**src/rtl/cpu_bus_responder.sv**
```systemverilog
// cpu_bus_responder: memory-side end of the control unit's bus strobes.
// Runs one IDLE-T1-T2-T3 memory cycle per accepted request and returns
// read data to the CPU bus.
// Optional feature macro: BUS_WAIT_EN (T2 stretches on i_Mem_Ready, with a
// MAX_WAIT timeout that completes the cycle and returns OPEN_BUS on reads).
module cpu_bus_responder #(
   parameter int unsigned           ADDR_WIDTH = 16,
   parameter int unsigned           DATA_WIDTH = 8,
   parameter int unsigned           MAX_WAIT   = 15,
   parameter logic [DATA_WIDTH-1:0] OPEN_BUS   = 8'hFF
) (
   input  logic                  i_Clk,
   input  logic                  i_Reset,
   input  logic                  i_Address_Out,
   input  logic                  i_Bus_In,
   input  logic                  i_Bus_Out,
   input  logic [ADDR_WIDTH-1:0] i_Address,
   input  logic [DATA_WIDTH-1:0] i_Data,
   output logic [DATA_WIDTH-1:0] o_Data,
   output logic                  o_Busy,
   output logic                  o_Done,
   output logic                  o_Conflict,
   output logic                  o_Timeout,
   output logic [ADDR_WIDTH-1:0] o_Mem_Addr,
   output logic                  o_Mem_Rd,
   output logic                  o_Mem_Wr,
   output logic [DATA_WIDTH-1:0] o_Mem_WData,
   input  logic [DATA_WIDTH-1:0] i_Mem_RData,
   input  logic                  i_Mem_Ready
);

   typedef enum logic [1:0] {IDLE, T1, T2, T3} state_t;
   typedef enum logic [1:0] {K_ADDR, K_READ, K_WRITE} kind_t;

   state_t                state;
   kind_t                 kind;
   logic [DATA_WIDTH-1:0] wdata_q;

`ifdef BUS_WAIT_EN
   localparam int unsigned WAIT_W = (MAX_WAIT < 2) ? 1 : $clog2(MAX_WAIT + 1);
   localparam logic [WAIT_W-1:0] WAIT_LAST = WAIT_W'(MAX_WAIT - 1);

   logic                  timeout_q;
   logic [WAIT_W-1:0]     wait_cnt;

   assign o_Timeout = timeout_q;
`else
   // Ready and the wait parameters have no effect when waits are disabled.
   logic unused_wait;
   assign unused_wait = i_Mem_Ready ^ (MAX_WAIT == 0) ^ (^OPEN_BUS);
   assign o_Timeout   = 1'b0;
`endif

   // Memory-cycle FSM with all outputs registered alongside the state.
   always_ff @(posedge i_Clk or posedge i_Reset) begin
      if (i_Reset) begin
         state       <= IDLE;
         kind        <= K_ADDR;
         wdata_q     <= '0;
         o_Data      <= '0;
         o_Busy      <= 1'b0;
         o_Done      <= 1'b0;
         o_Conflict  <= 1'b0;
         o_Mem_Addr  <= '0;
         o_Mem_Rd    <= 1'b0;
         o_Mem_Wr    <= 1'b0;
         o_Mem_WData <= '0;
`ifdef BUS_WAIT_EN
         timeout_q   <= 1'b0;
         wait_cnt    <= '0;
`endif
      end else begin
         o_Conflict <= 1'b0;
`ifdef BUS_WAIT_EN
         timeout_q  <= 1'b0;
`endif
         case (state)
            IDLE: begin
               if (i_Address_Out) begin
                  if (i_Bus_In && i_Bus_Out) begin
                     o_Conflict <= 1'b1;
                  end else begin
                     state      <= T1;
                     o_Busy     <= 1'b1;
                     o_Mem_Addr <= i_Address;
                     wdata_q    <= i_Data;
                     if (i_Bus_In)       kind <= K_READ;
                     else if (i_Bus_Out) kind <= K_WRITE;
                     else                kind <= K_ADDR;
`ifdef BUS_WAIT_EN
                     wait_cnt   <= '0;
`endif
                  end
               end
            end
            T1: begin
               state    <= T2;
               o_Mem_Rd <= (kind == K_READ);
               o_Mem_Wr <= (kind == K_WRITE);
               if (kind == K_WRITE) o_Mem_WData <= wdata_q;
            end
            T2: begin
`ifdef BUS_WAIT_EN
               if (i_Mem_Ready || (wait_cnt == WAIT_LAST)) begin
                  state    <= T3;
                  o_Mem_Rd <= 1'b0;
                  o_Mem_Wr <= 1'b0;
                  o_Done   <= 1'b1;
                  if (!i_Mem_Ready) begin
                     timeout_q <= 1'b1;
                     wait_cnt  <= wait_cnt + WAIT_W'(1);
                     if (kind == K_READ) o_Data <= OPEN_BUS;
                  end else if (kind == K_READ) begin
                     o_Data <= i_Mem_RData;
                  end
               end else begin
                  wait_cnt <= wait_cnt + WAIT_W'(1);
               end
`else
               state    <= T3;
               o_Mem_Rd <= 1'b0;
               o_Mem_Wr <= 1'b0;
               o_Done   <= 1'b1;
               if (kind == K_READ) o_Data <= i_Mem_RData;
`endif
            end
            default: begin
               state  <= IDLE;
               o_Done <= 1'b0;
               o_Busy <= 1'b0;
            end
         endcase
      end
   end

endmodule
```
**config.mk**
```make
export PLATFORM = sky130hd
export DESIGN_NAME = cpu_bus_responder
export DESIGN_NICKNAME = d
export VERILOG_FILES = /design/src/rtl/cpu_bus_responder.sv
export SDC_FILE = /design/constraint.sdc
export NUM_CORES = 1
export LEC_CHECK = 0
export CAP_MARGIN = 0
export CORE_MARGIN = 4
export CORE_UTILIZATION = 46
export CTS_BUF_LIST = sky130_fd_sc_hd__clkbuf_8 sky130_fd_sc_hd__clkbuf_16
export CTS_CLUSTER_DIAMETER = 150
export CTS_CLUSTER_SIZE = 10
export DETAILED_ROUTE_END_ITERATION = 16
export GPL_TIMING_DRIVEN = 0
export HOLD_SLACK_MARGIN = 0.08
export PLACE_DENSITY = 0.84
export SETUP_SLACK_MARGIN = 0.3
export SYNTH_ARGS = -nofsm -noshare
export SYNTH_HDL_FRONTEND = slang
export SYNTH_SLANG_ARGS = --single-unit
```
**constraint.sdc**
```tcl
create_clock -name i_Clk -period 4.23 [get_ports i_Clk]
set_clock_uncertainty 0.2 [all_clocks]
set_input_delay 0.6345 -clock i_Clk [delete_from_list [all_inputs] [get_ports i_Clk]]
set_output_delay 0.6345 -clock i_Clk [all_outputs]
set_load 0.005 [all_outputs]
```
# --- Word level (Yosys, flattened, before mapping) ---
# Index checks and enable logic that the tools add are counted.
word_totals:
  reg_bits: 49
  mem_bits_rw: 0
  wordCells: 43
  rom_bits: 0
  latchBits: 0
  memories: 0
op_classes:
  shift: 0
  multipliers: 0
  bitwise: 2
  n_reduce_logical: 10
  order_cmp: 0
  n_addsub: 0
  eq_ne: 6
  mux: 14
  div_mod_pow: 0
ops:
  columns: ["operator", "count"]
  rows:
  - ["$mux W2", 4]
  - ["$pmux W1 S2", 4]
  - ["$pmux W2 S3", 1]
  - ["$reduce_and A2 Y1", 3]
  - ["$reduce_and A3 Y1", 2]
  - ["$mux W1", 5]
  - ["$eq A2 B1 Y1 const B", 2]
  - ["$eq A2 B2 Y1 const B", 2]
  - ["$ne A2 B2 Y1 const B", 2]
  - ["$reduce_or A2 Y1", 2]
  - ["$logic_not A2 Y1", 1]
  - ["$not A1 Y1", 2]
  - ["$reduce_bool A2 Y1", 1]
  - ["$logic_and A1 B1 Y1", 1]

# --- Longest topological paths before layout ---
# Gate-level depths: netlist of run 1.
depth:
  depth_word: 4
  ltp_mapped: 6
  depth_no_buf: 5

# --- Worst setup path before layout of run 1 ---
# Ideal clock, no wire load.
synth_path:
  path_kind: "reg2reg"
  start: "reg state[0]"
  end: "reg o_Mem_Addr[0]"
  path_stages_with_launch: 7
  setup_slack_ps: 2404
  t_required_ps: 3905
  n_path_buf: 1
  arrival_time_ps: 1501
  setup_ps: 125
  cell_sequence: "dfrtp_1 inv_1 ha_1 nand2_4 a21oi_4 buf_6 mux2_2"
synth_between:
  elab_chain_cells: 2
synth_rtl:
  columns: ["item", "line_no", "text"]
  rows:
  - ["start, declared", "35", "state_t state;"]
  - ["start signal, assigned", "57", "state <= IDLE;"]
  - ["start signal, assigned", "83", "state <= T1;"]
  - ["start signal, assigned", "97", "state <= T2;"]
  - ["$logic_not A2 Y1", "77", "case (state)"]
  - ["$reduce_and A3 Y1 (no line)", null, null]
  - ["end signal, assigned", "85", "o_Mem_Addr <= i_Address;"]
  - ["end, declared", "24", "output logic [ADDR_WIDTH-1:0] o_Mem_Addr,"]
# Every way passes these cells.
# A chain may end at the register's enable or synchronous reset.

# --- Worst setup path in the final report of run 1 ---
layout_path:
  start: "in i_Bus_Out"
  end: "reg o_Mem_Addr[7]"
layout_between:
  elab_chain_cells: 3
layout_rtl:
  columns: ["item", "line_no", "text"]
  rows:
  - ["start, declared", "16", "input logic i_Bus_Out,"]
  - ["$logic_and A1 B1 Y1", "80", "if (i_Bus_In && i_Bus_Out) begin"]
  - ["$not A1 Y1 (no line)", null, null]
  - ["$reduce_and A3 Y1 (no line)", null, null]
# Every way passes these cells.

==> metrics.log, run 1 <==
[metrics] final hold slack: slightly above 300 ps
[metrics] Std-Cell Core Area: 4030 µm²
[metrics] cell at the slowest stage of the critical path: sky130_fd_sc_hd__clkdlybuf4s50_1
[metrics] Crit Path Max Fanout: 10
[metrics] DP Wirelength: between 3000 and 4000 µm
[metrics] I/O pin cnt: 76
[metrics] die extent in y: between 70 and 80 µm
[metrics] routed length per placed instance: approximately 17 µm
[metrics] cell chain of the critical path: clkdlybuf4s50_1 > a21oi_4 > buf_6 > mux2_2
[metrics] global-route wire length before repair: approximately 7000 µm
[metrics] clock tree from TritonCTS: done
[metrics] min Tclk post-route: between 2000 and 2500 ps
[metrics] cell with the most instances after synthesis: sky130_fd_sc_hd__dfrtp_1
[metrics] final setup violating endpoints: 0
[metrics] initial antenna violation count: 0
[metrics] Detailed Routing Iterations Pass 1: 4
[metrics] data required time at the worst endpoint: 4210 ps
[metrics] vias per inst: ~4.9
[metrics] number of clock sinks seen by CTS: 49
[metrics] kind of path behind the tightest hold check: register to register
[metrics] gr ovfl total: 0
[metrics] power density of the placed cells: between 600 and 700 nW/µm²
[metrics] Crit path max-delay family: buffers and inverters
[metrics] Fmax: a little under 0.5 GHz
[metrics] data arrival time of the worst path: about 2000 ps
[metrics] worst path buffer plus inverter count: 2
[metrics] largest net degree at the start of global routing: 34
[metrics] number of nets in the synthesized netlist: about 160
[metrics] synthesized instance count: about 120
[metrics] proportion of register bits with asynchronous set or reset after synthesis: 100%
[metrics] Routed Wire Length: approximately 4200 µm
[metrics] Antenna Violating Nets Remaining: 0
[metrics] number of buffers added on ports: 73
[metrics] start-to-end type of the worst setup path: input port to register
[metrics] Starting Density: approximately 48%
[metrics] routed vias: ~1300
[metrics] cts-stage hold buffer count: 0
[metrics] CP Launch Type: input port
[metrics] top cells by area in the synthesized netlist: sky130_fd_sc_hd__dfrtp_1 (63%), sky130_fd_sc_hd__mux2_2 (26%), sky130_fd_sc_hd__ha_1 (1.9%)
[metrics] Inserted Diodes: 0
[metrics] Worst-path clk slew: ~80 ps
[metrics] number of hold violations in the final report: 0
[metrics] number of gates given a new drive strength after cts: 0
[metrics] post-detailed-route DRC marker count: 0
[metrics] vias in the first global route: 1412
[metrics] synthesis-to-finish area growth: 46.2%
[metrics] result of the run: completed
[metrics] CTS root buf: sky130_fd_sc_hd__clkbuf_8
[metrics] Leakage Power: 1.21 nW
[metrics] #FFs+latches synth: a little under 50
[metrics] unrepaired setup endpoints after global routing: no
[metrics] setup fix buffers added after clock tree synthesis: 0
[metrics] Setup TNS Final: 0 ps
[metrics] width of the chip: between 70 and 80 µm
[metrics] standard-cell rows: 23
[metrics] portion of the post-synthesis area used by sequential elements: approximately 63%
[metrics] top-area cell type share of the netlist area: 63.3%
[metrics] last weighted congestion value of the routability-driven placer: 0.792
[metrics] leading register cell type out of synthesis: sky130_fd_sc_hd__dfrtp_1
[metrics] synthesized area: 1940 µm²
[metrics] gr usage total: between 10% and 20%
[metrics] crit end category: register
[metrics] Syn. warnings: 0
[metrics] Max stage delay on crit path: around 540 ps
[metrics] syn avg cell area: 15.9 µm²
[metrics] share of layout cells above drive strength 1: slightly above 30%
[metrics] total CTS buffers: 5
[metrics] Tcrit/Tclk final: 48.5%
[metrics] count of nets after finishing: approximately 240
[metrics] Skew-Pair Late Insertion Delay: between 200 and 300 ps
[metrics] top cells by instance count after synthesis: sky130_fd_sc_hd__dfrtp_1 (49), sky130_fd_sc_hd__mux2_2 (44), sky130_fd_sc_hd__nor2_1 (6)
[metrics] highest ir drop seen on vdd: 0.349 mV
[metrics] cell accounting for the most synthesized area: sky130_fd_sc_hd__dfrtp_1
[metrics] H-tree depth: 2
[metrics] number of distinct library cells after synthesis: 16
[metrics] Post-synth EDFFs: 0
[metrics] number of buffers on the longest clock path: 2
[metrics] Max Slew Vio Count: 0
[metrics] number of max-cap violations: 0
[metrics] die outline area: approximately 5300 µm²
[metrics] DR iter-0 viols: 54
-- cell usage in the layout, fill, tap and decap left out, types with 3 or more instances in the layout --
cell type,synthesis,layout
sky130_fd_sc_hd__clkdlybuf4s50_1,0,73
sky130_fd_sc_hd__dfrtp_1,49,49
sky130_fd_sc_hd__mux2_2,44,44
sky130_fd_sc_hd__nor2_1,6,6
sky130_fd_sc_hd__clkbuf_8,0,5
sky130_fd_sc_hd__o22a_2,3,3
sky130_fd_sc_hd__inv_1,3,3
sky130_fd_sc_hd__ha_1,3,3
-- final cells by class --
cell class                 count  area, µm²
sequential                    49       1230
clock buffer                   5       68.8
multi-input combinational     67        671
tap                           50       62.6
fill                         298       1190
clock inverter                 3       13.8
inverter                       3       11.3
buffer                         3       30.0
timing repair buffer          74        751
-- flip-flops by register name (all words and copies together), names as in the netlist, 2 cells and up --
name,flops
o_Mem_Addr,16
o_Mem_WData,8
o_Data,8
state,2
kind,2
wdata_q,8
-- power by group --
group / switching [mW] / internal, mW
sequential: 0.122 / 0.700
combinational: 0.278 / 0.583
clock: 0.144 / 0.112
total: 0.544 / 1.40
-- worst paths after layout --
kind,depth (start not counted),slack [ps],start,endpoint
max,4,2180,i_Bus_Out,o_Mem_Addr[7]$_DFFE_PP0P_
max reg2reg,6,2180,state[0]$_DFFE_PP0P_,o_Mem_Addr[7]$_DFFE_PP0P_
min,1,310,o_Data[7]$_DFFE_PP0P_,o_Data[7]$_DFFE_PP0P_
max in group asynchronous,3,2920,i_Reset,o_Mem_Addr[7]$_DFFE_PP0P_
min reg2reg,1,310,o_Data[7]$_DFFE_PP0P_,o_Data[7]$_DFFE_PP0P_
min in group asynchronous,2,430,i_Reset,o_Mem_Addr[14]$_DFFE_PP0P_
-- per-stage QoR --
step	util (%)	std cells	setup WS [ps]	instance area, µm²	total power, mW
floorplan	-	122	2220	1940	1.22
global placement	67.8	245	1420	2730	1.65
global route	70.3	254	2030	2830	2.06
detailed placement	68.3	246	1860	2750	1.71
finish	70.3	254	2180	2830	1.94
CTS	70.3	254	2170	2830	1.97
-- per-layer routing --
| layer | track usage, % | wire length [µm] | part of all wire, % | vias up |
|---|---|---|---|---|
| li1 | - | - | - | 582 |
| met1 | 19.5 | 1540 | 37 | 634 |
| met2 | 31.3 | 2410 | 57 | 31 |
| met3 | 3.58 | 162 | 3.8 | 7 |
| met4 | 7.58 | 99 | 2.3 | 0 |
| met5 | 0 | 0 | 0 | - |
-- cells by family (layout without fill, tap and decap cells) --
family / after synthesis / after routing / share of synthesized area, %
buffers and inverters: 6 / 88 / 2.13
AOI/OAI and AO/OA: 6 / 6 / 3.23
DFF: 49 / 49 / 63.3
muxes: 44 / 44 / 25.6
other: 1 / 1 / 0.193
and+or+nand+nor: 13 / 13 / 3.68
adders and majority gates: 3 / 3 / 1.94
Note: power is estimated with default switching activity, not from simulation.
==> run 2: changes to the inputs <==
Settings changed: CORE_UTILIZATION 46 to 43, PLACE_DENSITY 0.84 to 0.79.
Clock period 4.23 ns to 2.12 ns, I/O delays scaled along.
==> run 2 against run 1 <==
  * Non-clock buffer count rose by 9
  * Clock power grew 110%
  * Sequential power grew 100%
  * Sequential cell count stayed put
  * Via count up 6.1%
  * Hold slack worse by 210 ps
  * Register-to-register slack worse by 1900 ps
  * Routed wire length is 7.8% higher
  * Cell area grew 6.7%
  * Setup slack lost 1900 ps
  * Global-route usage is 1.1 points lower
  * Critical endpoint is now wdata_q[7]$_DFFE_PP0P_
  * Combinational power up 130%
  * Largest cell class unchanged
==> metrics.log, run 2 (synthesis results as in run 1) <==
[metrics] Worst-path clk slew: 80 ps (about the same)
[metrics] highest ir drop seen on vdd: 0.637 mV (+83%)
[metrics] die outline area: 5650 µm² (+6.2%)
[metrics] Leakage Power: 1.33 nW (+9.8%)
[metrics] Antenna Violating Nets Remaining: 0 (unchanged)
[metrics] result of the run: completed
[metrics] data required time at the worst endpoint: 2100 ps (-2110 ps)
[metrics] power density of the placed cells: 1390 nW/µm² (+100%)
[metrics] clock tree from TritonCTS: done
[metrics] max reg flops: 16 (unchanged)
[metrics] data arrival time of the worst path: 1780 ps (-250 ps)
[metrics] last weighted congestion value of the routability-driven placer: 0.671 (-15%)
[metrics] gr usage total: 16.2% (-1.1 points)
[metrics] count of nets after finishing: 253 (+3.7%)
[metrics] start-to-end type of the worst setup path: register to register
[metrics] Max Slew Vio Count: 0 (unchanged)
[metrics] kind of path behind the tightest hold check: input port to async pin
[metrics] Starting Density: 44.5% (-3.6 points)
[metrics] number of hold violations in the final report: 0 (unchanged)
[metrics] share of layout cells above drive strength 1: 34.4% (+4.0 points)
[metrics] DR iter-0 viols: 77 (+43%)
[metrics] Tcrit/Tclk final: a little under nine tenths
[metrics] Skew-Pair Late Insertion Delay: 290 ps (about the same)
[metrics] commonest non-fill, non-tap cells in the layout: sky130_fd_sc_hd__clkdlybuf4s50_1 (73), sky130_fd_sc_hd__dfrtp_1 (49), sky130_fd_sc_hd__mux2_2 (23)
[metrics] Most flops, register: o_Mem_Addr
[metrics] standard-cell rows: 24 (+4.3%)
[metrics] reg-to-reg setup timing slack: 310 ps (-1860 ps)
[metrics] total CTS buffers: 5 (unchanged)
[metrics] vias per inst: 5.04 (+2.0%)
[metrics] unrepaired setup endpoints after global routing: yes
[metrics] number of clock sinks seen by CTS: 49 (unchanged)
[metrics] Post-Layout Inst Area: 3020 µm² (+6.7%)
[metrics] largest net degree at the start of global routing: 38 (+12%)
[metrics] Fmax: about 0.55 GHz
[metrics] min Tclk post-route: between 1500 and 2000 ps
[metrics] Detailed Routing Iterations Pass 1: 4 (unchanged)
[metrics] global-route wire length before repair: 6780 µm (-1.6%)
[metrics] Cell Area, Placed: 2760 µm² (+0.18%)
[metrics] count of cells along the worst register-to-register path: 6 (unchanged)
[metrics] CP Launch Type: register
[metrics] Crit Path Max Fanout: 5 (-5)
[metrics] vias in the first global route: 1385 (-1.9%)
[metrics] filler instances: 293 (-1.7%)
[metrics] routed vias: 1330 (+6.1%)
[metrics] r2r endpoint: wdata_q[7]$_DFFE_PP0P_
[metrics] CTS root buf: sky130_fd_sc_hd__clkbuf_8
[metrics] gr ovfl total: 0 (unchanged)
[metrics] post-detailed-route DRC marker count: 0 (unchanged)
[metrics] synthesis-to-finish area growth: 56.0%
[metrics] number of buffers added on ports: 73 (unchanged)
[metrics] Layout Utilization: 69.4% (-0.92 points)
[metrics] Inserted Diodes: 0 (unchanged)
[metrics] routed length per placed instance: 17.2 µm (+3.7%)
[metrics] DP Wirelength: 3230 µm (-4.7%)
[metrics] worst reg2reg startpoint: state[0]$_DFFE_PP0P_
[metrics] final setup violating endpoints: 0 (unchanged)
[metrics] width of the chip: 75.1 µm (+3.1%)
[metrics] Std-Cell Core Area: 4350 µm² (+8.1%)
[metrics] I/O pin cnt: 76 (unchanged)
[metrics] number of max-cap violations: 0 (unchanged)
[metrics] most common cell after layout, fill and taps aside: sky130_fd_sc_hd__clkdlybuf4s50_1
[metrics] initial antenna violation count: 0 (unchanged)
[metrics] H-tree depth: 2 (unchanged)
[metrics] crit end category: register
[metrics] die extent in y: 75.1 µm (+3.1%)
[metrics] Routed Wire Length: 4540 µm (+7.8%)
[metrics] number of buffers on the longest clock path: 2 (unchanged)
[metrics] final total power: 4.21 mW (+120%)
==> run 2: worst max-delay path, cell delays in order (launching register included) <==
cell and delay (ps):
sky130_fd_sc_hd__dfrtp_1 400, sky130_fd_sc_hd__inv_2 100, sky130_fd_sc_hd__ha_4 160, sky130_fd_sc_hd__nand2_4 60, sky130_fd_sc_hd__a21oi_4 250, sky130_fd_sc_hd__buf_6 180, sky130_fd_sc_hd__mux2_2 330
==> run 2: how the worst max path moves through the flow <==
stage	start	to	slack [ps]	depth (start not counted)
after floorplan	state[0]$_DFFE_PP0P_	o_Mem_Addr[0]$_DFFE_PP0P_	340	6
after global placement	i_Reset	o_Mem_Addr[10]$_DFFE_PP0P_	-340	2
after detailed placement	i_Address_Out	wdata_q[4]$_DFFE_PP0P_	40	5
after CTS	state[0]$_DFFE_PP0P_	wdata_q[7]$_DFFE_PP0P_	300	6
after global routing	state[0]$_DFFE_PP0P_	o_Mem_Addr[0]$_DFFE_PP0P_	240	6
final	state[0]$_DFFE_PP0P_	wdata_q[7]$_DFFE_PP0P_	310	6
==> run 2: where the power goes <==
part / total, mW / switching, mW / internal (mW)
sequential: 1.66 / 0.262 / 1.40
clock: 0.531 / 0.277 / 0.254
combinational: 2.02 / 0.611 / 1.41
total: 4.21 / 1.15 / 3.06
==> run 2: through the flow <==
step                setup slack, ps  TNS (ps)  std cells  hold slack [ps]
finish                          314         0        264             99.3
detailed placement             42.4         0        248              293
global placement               -344    -16750        247              284
CTS                             304         0        260              107
global route                    242         0        264              106
floorplan                       343         0        122              231
==> run 2: routing by layer <==
metal | up-vias | GRT usage [%] | wire, µm
li1 | 604 | - | -
met1 | 671 | 19.7 | 1890
met3 | 6 | 4.01 | 268
met2 | 49 | 28.5 | 2320
met4 | 0 | 4.66 | 68
met5 | - | 0 | 0
==> run 2: final cells by class <==
type | count | area (µm²) | area share, %
tap | 52 | 65.1 | 2.15
clock buffer | 6 | 82.6 | 2.73
inverter | 3 | 11.3 | 0.373
multi-input combinational | 67 | 762 | 25.2
sequential | 49 | 1230 | 40.6
clock inverter | 1 | 3.75 | 0.124
buffer | 3 | 30.0 | 0.993
timing repair buffer | 83 | 842 | 27.9
==> run 2: what timing repair did <==
action / CTS / global route
resized for setup: 10 / 19
hold buffers: 0 / 0
pin swaps: 2 / 2
endpoints found under the setup margin: 20 / 32
setup buffers: 3 / 4
cloned: 2 / 0
